`src/rtl/vga_pkg.sv`:
```
// Shared types and 640x480@60 timing constants for the VGA raster generator.
package vga_pkg;

    typedef logic [11:0] rgb12_t;

    localparam int CNT_W         = 10;
    localparam int VGA_CLK_DIV   = 4;
    localparam int VGA_H_VISIBLE = 640;
    localparam int VGA_H_FP      = 16;
    localparam int VGA_H_SYNC    = 96;
    localparam int VGA_H_BP      = 48;
    localparam int VGA_V_VISIBLE = 480;
    localparam int VGA_V_FP      = 10;
    localparam int VGA_V_SYNC    = 2;
    localparam int VGA_V_BP      = 33;

    function automatic int h_total(input int vis, input int fp, input int sync, input int bp);
        return vis + fp + sync + bp;
    endfunction

    function automatic int v_total(input int vis, input int fp, input int sync, input int bp);
        return vis + fp + sync + bp;
    endfunction

endpackage

```
`src/rtl/vga_prescaler.sv`:
```
// Divides the system clock down to a one-clock pixel strobe every CLK_DIV clocks.
module vga_prescaler #(
    parameter int CLK_DIV = 4
) (
    input  logic clk,
    input  logic rst_n,
    output logic pix_tick
);

    localparam logic [3:0] LAST = 4'(CLK_DIV - 1);

    logic [3:0] presc_q;
    logic [3:0] presc_d;

    if (CLK_DIV < 1 || CLK_DIV > 16) begin : g_bad_div
        $error("vga_prescaler: CLK_DIV must be in 1..16");
    end

    always_comb begin
        presc_d = presc_q + 4'd1;
        if (presc_q == LAST) begin
            presc_d = 4'd0;
        end
    end

    always_ff @(posedge clk) begin
        if (!rst_n) begin
            presc_q <= 4'd0;
        end else begin
            presc_q <= presc_d;
        end
    end

    // Gated by rst_n so no tick is seen while reset is asserted.
    assign pix_tick = rst_n && (presc_q == LAST);

endmodule

```
`src/rtl/vga_timing_gen.sv`:
```
// VGA raster counters, sync decode and a one-pixel output register stage that
// keeps colour and syncs aligned at the DAC.
module vga_timing_gen
    import vga_pkg::*;
#(
    parameter int CLK_DIV   = VGA_CLK_DIV,
    parameter int H_VISIBLE = VGA_H_VISIBLE,
    parameter int H_FP      = VGA_H_FP,
    parameter int H_SYNC    = VGA_H_SYNC,
    parameter int H_BP      = VGA_H_BP,
    parameter int V_VISIBLE = VGA_V_VISIBLE,
    parameter int V_FP      = VGA_V_FP,
    parameter int V_SYNC    = VGA_V_SYNC,
    parameter int V_BP      = VGA_V_BP,
    parameter bit SYNC_POL  = 1'b0
) (
    input  logic             clk,
    input  logic             rst_n,
    output logic [CNT_W-1:0] h_count,
    output logic [CNT_W-1:0] v_count,
    output logic             video_on,
    output logic             pix_tick,
    output logic             frame_end,
    input  rgb12_t           rgb_in,
    output rgb12_t           rgb_out,
    output logic             hsync,
    output logic             vsync
);

    localparam int H_TOTAL = h_total(H_VISIBLE, H_FP, H_SYNC, H_BP);
    localparam int V_TOTAL = v_total(V_VISIBLE, V_FP, V_SYNC, V_BP);

    localparam logic [CNT_W-1:0] H_LAST     = CNT_W'(H_TOTAL - 1);
    localparam logic [CNT_W-1:0] V_LAST     = CNT_W'(V_TOTAL - 1);
    localparam logic [CNT_W-1:0] H_VIS      = CNT_W'(H_VISIBLE);
    localparam logic [CNT_W-1:0] V_VIS      = CNT_W'(V_VISIBLE);
    localparam logic [CNT_W-1:0] HS_START   = CNT_W'(H_VISIBLE + H_FP);
    localparam logic [CNT_W-1:0] HS_END     = CNT_W'(H_VISIBLE + H_FP + H_SYNC - 1);
    localparam logic [CNT_W-1:0] VS_START   = CNT_W'(V_VISIBLE + V_FP);
    localparam logic [CNT_W-1:0] VS_END     = CNT_W'(V_VISIBLE + V_FP + V_SYNC - 1);
    localparam logic             SYNC_IDLE  = ~SYNC_POL;

    if (H_TOTAL > 1024 || V_TOTAL > 1024) begin : g_bad_total
        $error("vga_timing_gen: H_TOTAL and V_TOTAL must both be <= 1024");
    end

    logic [CNT_W-1:0] h_q, h_d;
    logic [CNT_W-1:0] v_q, v_d;
    rgb12_t           rgb_q, rgb_d;
    logic             hs_q, hs_d;
    logic             vs_q, vs_d;
    logic             hs_window;
    logic             vs_window;

    vga_prescaler #(
        .CLK_DIV (CLK_DIV)
    ) u_prescaler (
        .clk      (clk),
        .rst_n    (rst_n),
        .pix_tick (pix_tick)
    );

    assign video_on  = (h_q < H_VIS) && (v_q < V_VIS);
    assign hs_window = (h_q >= HS_START) && (h_q <= HS_END);
    assign vs_window = (v_q >= VS_START) && (v_q <= VS_END);
    assign frame_end = pix_tick && (h_q == H_LAST) && (v_q == V_LAST);

    always_comb begin
        h_d  = h_q;
        v_d  = v_q;
        rgb_d = rgb_q;
        hs_d = hs_q;
        vs_d = vs_q;
        if (pix_tick) begin
            if (h_q == H_LAST) begin
                h_d = '0;
                v_d = (v_q == V_LAST) ? '0 : v_q + 1'b1;
            end else begin
                h_d = h_q + 1'b1;
            end
            // Output stage registers the pixel the counters are leaving.
            rgb_d = video_on ? rgb_in : 12'h000;
            hs_d  = hs_window ^ SYNC_IDLE;
            vs_d  = vs_window ^ SYNC_IDLE;
        end
    end

    always_ff @(posedge clk) begin
        if (!rst_n) begin
            h_q   <= '0;
            v_q   <= '0;
            rgb_q <= 12'h000;
            hs_q  <= SYNC_IDLE;
            vs_q  <= SYNC_IDLE;
        end else begin
            h_q   <= h_d;
            v_q   <= v_d;
            rgb_q <= rgb_d;
            hs_q  <= hs_d;
            vs_q  <= vs_d;
        end
    end

    assign h_count = h_q;
    assign v_count = v_q;
    assign rgb_out = rgb_q;
    assign hsync   = hs_q;
    assign vsync   = vs_q;

endmodule
```
`config.mk`:
```
export PLATFORM = sky130hd
export DESIGN_NAME = vga_timing_gen
export DESIGN_NICKNAME = d
export VERILOG_FILES = /design/src/rtl/vga_pkg.sv /design/src/rtl/vga_prescaler.sv /design/src/rtl/vga_timing_gen.sv
export SDC_FILE = /design/constraint.sdc
export NUM_CORES = 1
export LEC_CHECK = 0
export CAP_MARGIN = 25
export CORE_MARGIN = 4
export CORE_UTILIZATION = 47
export CTS_CLUSTER_SIZE = 25
export DETAILED_ROUTE_END_ITERATION = 8
export PLACE_DENSITY = 0.79
export SLEW_MARGIN = 20
export SYNTH_ARGS = -nofsm -noshare
export SYNTH_HDL_FRONTEND = slang
export SYNTH_SLANG_ARGS = --single-unit
```
`constraint.sdc`:
```
create_clock -name clk -period 1.9 [get_ports clk]
set_clock_uncertainty 0.05 [all_clocks]
set_input_delay 0.475 -clock clk [delete_from_list [all_inputs] [get_ports clk]]
set_output_delay 0.475 -clock clk [all_outputs]
set_load 0.02 [all_outputs]
```
Word level (Yosys, flattened, before mapping)
Index checks and enable logic that the tools add are counted.
Widths: inputs -> output; s select.
{ "classes": {"addsub": 3, "bitwise": 3, "reduce_logical": 8, "n_lt_le_gt_ge": 6, "muxes": 3, "eq_ne": 3} }
{ "ops": {"columns": ["operator", "n"], "rows": [
  ["$add 10x1->10 const B", 2],
  ["$eq 10x10->1 const B", 2],
  ["$mux 10", 2],
  ["$mux 12", 1],
  ["$ge 10x10->1 const B", 1],
  ["$ge 10x9->1 const B", 1],
  ["$le 10x10->1 const B", 1],
  ["$le 10x9->1 const B", 1],
  ["$lt 10x10->1 const B", 1],
  ["$lt 10x9->1 const B", 1],
  ["$logic_and 1x1->1", 6],
  ["$add 4x1->4 const B", 1],
  ["$eq 4x2->1 const B", 1],
  ["$not 1->1", 3],
  ["$reduce_and 2->1", 1],
  ["$reduce_or 2->1", 1]
]} }
{ "word_totals": {"output_inout_bits": 37, "regBits": 38} }

Depth between registers and ports, before layout
{ "logic_depth": {"word_depth": 4, "depth_mapped": 7, "depth_no_buf": 6} }

By module
A second synthesis with hierarchy kept.
{ "unflattened": {"cells_unflattened": 199, "hier_area_um2": 1765.4} }
{ "modules_own_cells": {"columns": ["module", "n_inst", "seq_area_each_um2", "area_per_inst_um2", "cells_each"], "rows": [
  ["vga_timing_gen", 1, 680.7, 1592.8, 182],
  ["vga_prescaler", 1, 80.1, 172.7, 17]
]} }

Worst setup path before layout
OpenSTA, ideal clock, no wires.
{ "synth_path": {"kind": "reg-to-output", "start": "reg v_q[0] (netlist: v_count[0])", "end": "out frame_end", "t_required_ps": 1375, "setup_slack_ps": -148, "stages_incl_launch_ff": 6, "n_path_buf": 0, "arrival_time_ps": 1523, "cell_sequence": "dfxtp_1 -> inv_1 -> ha_1 -> nor4b_1 -> nand3_1 -> nor2_1"} }
{ "synth_between": {"elab_chain_cells": 2} }
{ "synth_rtl": {"columns": ["element", "line", "text"], "rows": [
  ["from (decl)", "vga_timing_gen.sv:48", "logic [CNT_W-1:0] v_q, v_d;"],
  ["from (signal assigned)", "vga_timing_gen.sv:97", "v_q <= v_d;"],
  ["$eq 10x10->1", "vga_timing_gen.sv:66", "assign frame_end = pix_tick && (h_q == H_LAST) && (v_q == V_LAST);"],
  ["$logic_and 1x1->1", "vga_timing_gen.sv:66", null],
  ["to (decl)", "vga_timing_gen.sv:23", "output logic frame_end,"]
]} }
Every way passes these cells.

Worst setup path in the final report
Ends and elaborated chain as after synthesis.

==> qor.yml <==
synth_cell_types: 43
antenna_found_initial: 0
cp_data_required_time_ns: 1.37
grt_max_degree: 13
gr-usage-all-layers_pct: 22.75
cp_slowest_stage_delay_ns: 0.33
vias: 1905
cts_max_level: 2
grt_pass1_vias: 1791
overflow: 0
p_per_area_nw_per_um2: 562.0
dr.pass1.iters: 4
cts_tree: "yes"
drt_iter0_markers: 134
insertion_delay_ns: 0.29
via_per_inst: 5.653
max_slew_margin_pct: 72.53
wl_mm: 5.849
ctsLongestPathBuffers: 2
clock-sinks: 38
diodes: 0
total_power_mw: 1.588
yosysWarnings: 0
ys_ff_latch: 38
setup_violations: 3
core-area_um2: 3468
status: "finished with violations"
clk_pin_slew_ns: 0.07
io_pins: 51
worstPathArrival_ns: 1.47
grt_pass1_wl_mm: 8.832
violations: "negative setup slack"
synthCells: 190
ir_worst_vdd_mv: 0.4879
worst_pin_slew_ns: 0.4121
rsz0062_at_grt: "true"
p_leak_nw: 1.336
dieHeight_um: 69.03
cts-buffers-inserted: 5
fin_util_pct: 81.49
placementRows: 21
gp_congestion: 0.8286
finalCritPeriodShare_pct: 104.9
min_period_ns: 1.993
drc: 0
area.growth.synth_to_final_pct: 61.47
end_kind: "output port"
critPathLaunchType: "register"
start_util_pct: 50.47
num-nets-final: 309
drv_cap: 0
die_area_um2: 4764
dp_hpwl_mm: 3.888
cts_hold_buf: 0
port_buffers: 50
drv_slew: 0
wire_per_inst_um: 17.36
finalWorstSetupSlack_ns: -0.09263
hp-class: "register to register"
path_cells: "inv_2, ha_4, nor4b_4, nand3_2, nor2_4, buf_6"
ys_seq_area_share_pct: 43.46
drive_gt1_share_pct: 30.58
syn-mean-instance-area_um2: 9.213
cp_slowest_cell: "dfxtp_2"
critical_path_class: "register to output port"
cts_root_buf: "clkbuf_8"
synthesis.area_um2: 1750
fmax_mhz: 501.9
drtAntennaViolNets: 0
die_x_um: 69.03
syn_nets: 209
hold_viol: 0
path_max_fanout: 2
synthesized netlist by cell type:
library cell   n  share of area (%)
and4_2         2                1.1
or3_2          1               0.43
buf_2          5                1.4
and4b_4        1               0.79
and3_1         1               0.36
a41o_1         1               0.57
dfxtp_1       38                 43
a22o_1         9                4.5
nand2_1       17                3.6
and4bb_2       1               0.71
o31ai_1        4                1.7
o21a_1         1               0.43
nand4b_1       1               0.50
o21ai_0        4                1.1
a311oi_1       1               0.50
nor3_1         3               0.86
a21oi_1       13                3.7
buf_4          1               0.43
and3_2         1               0.43
a31oi_1        2               0.71
nor2_1        19                4.1
o21ai_1        1               0.29
nor4_1         1               0.36
or4_1          3                1.3
nor2b_1        1               0.36
ha_1           5                3.6
and4_1         2                1.0
nor3b_2        1               0.71
and2_1         4                1.4
buf_6          1               0.64
xnor2_1        3                1.5
a32o_1         1               0.57
and4bb_4       1               0.93
nor4b_1        1               0.50
nand4_4        2                2.4
nor3b_1        1               0.43
nand4_1        6                2.1
o2bb2ai_1      1               0.50
and2_2         1               0.43
nand3_1       12                3.4
xor2_1         8                4.0
inv_1          7                1.5
a21o_1         1               0.43
worst paths after layout:
| check | startpoint | end | slack, ns | cells past startpoint |
|---|---|---|---|---|
| worst max-delay path | v_count[0] | frame_end | -0.09 | 6 |
| worst min-delay path | rgb_out[3] | rgb_out[3] | 0.43 | 1 |
| worst max register to register | v_count[0] | v_count[0] | -0.02 | 9 |
| worst min register to register | rgb_out[3] | rgb_out[3] | 0.43 | 1 |
area by class of cell:
| type | instances | area [um2] |
|---|---|---|
| Sequential cell | 38 | 768.2 |
| Fill cell | 231 | 641.9 |
| Clock inverter | 2 | 12.51 |
| Timing Repair Buffer | 100 | 880.8 |
| Clock buffer | 6 | 82.58 |
| Inverter | 7 | 26.28 |
| Multi-Input combinational cell | 138 | 998.5 |
| Tap cell | 46 | 57.56 |
critical path, delay by kind of cell (launching register included):
family,cells,cell delay [ns]
AND/OR/NAND/NOR,3,0.54
flip-flops,1,0.33
buffers and inverters,2,0.18
adder cells (fa/ha/maj),1,0.13
power by group:
group	total [mW]	internal (mW)	switching (mW)
registers	0.829	0.816	0.0134
clock network	0.586	0.292	0.294
logic	0.173	0.0889	0.0844
logic make-up after synthesis:
family	Yosys count	synth area share, %
AOI/OAI and AO/OA	39	15.08
xor gates and xnor gates	11	5.504
adders and majority gates	5	3.574
buffers and inverters	14	4.003
DFF	38	43.46
and+or+nand+nor	83	28.38
registers in the layout, summed over array words and instances, names as in the netlist:
name	count
hsync	1
u_prescaler.presc_q	4
v_count	10
h_count	10
rgb_out	12
vsync	1
routing by layer:
layer / up-vias / GRT usage [%] / share of wire (%)
li1: 893 / - / -
met1: 913 / 28.80 / 40
met3: 14 / 3.343 / 5.6
met2: 85 / 38.14 / 51
met5: - / 0 / 0
met4: 0 / 9.978 / 3.3
per-stage QoR:
step           instance area (um2)  std cells   TNS (ns)  hold WS (ns)  worst slack [ns]
2_1_floorplan                 1764        190  -0.008148        0.3678         -0.008148
3_3_place_gp                  2616        324     -8.023        0.3936           -0.6623
3_5_place_dp                  2616        324     -8.569        0.3968           -0.6533
4_1_cts                       2718        332   -0.09855        0.4244          -0.09855
5_1_grt                       2826        337    -0.3592        0.4507           -0.1482
6_report                      2826        337    -0.1208        0.4271          -0.09263
cell usage in the layout, fill, tap and decap left out, types with 4 or more instances in the layout:
| cell type | n |
|---|---|
| clkdlybuf4s50_1 | 26 |
| a22o_1 | 9 |
| nor2_1 | 18 |
| buf_4 | 50 |
| clkbuf_8 | 6 |
| dlygate4sd2_1 | 13 |
| nand3_1 | 11 |
| nand2_1 | 17 |
| dlymetal6s2s_1 | 8 |
| inv_1 | 5 |
| and2_1 | 4 |
| nand4_1 | 6 |
| o21ai_0 | 4 |
| a21oi_1 | 13 |
| dfxtp_1 | 34 |
| xor2_1 | 8 |
what timing repair did:
item	4_1_cts	5_1_grt
setup buffers	0	5
pin swaps	4	6
setup endpoints to repair	30	26
gates resized for setup	36	22
Power figures use the tool's default switching activity.
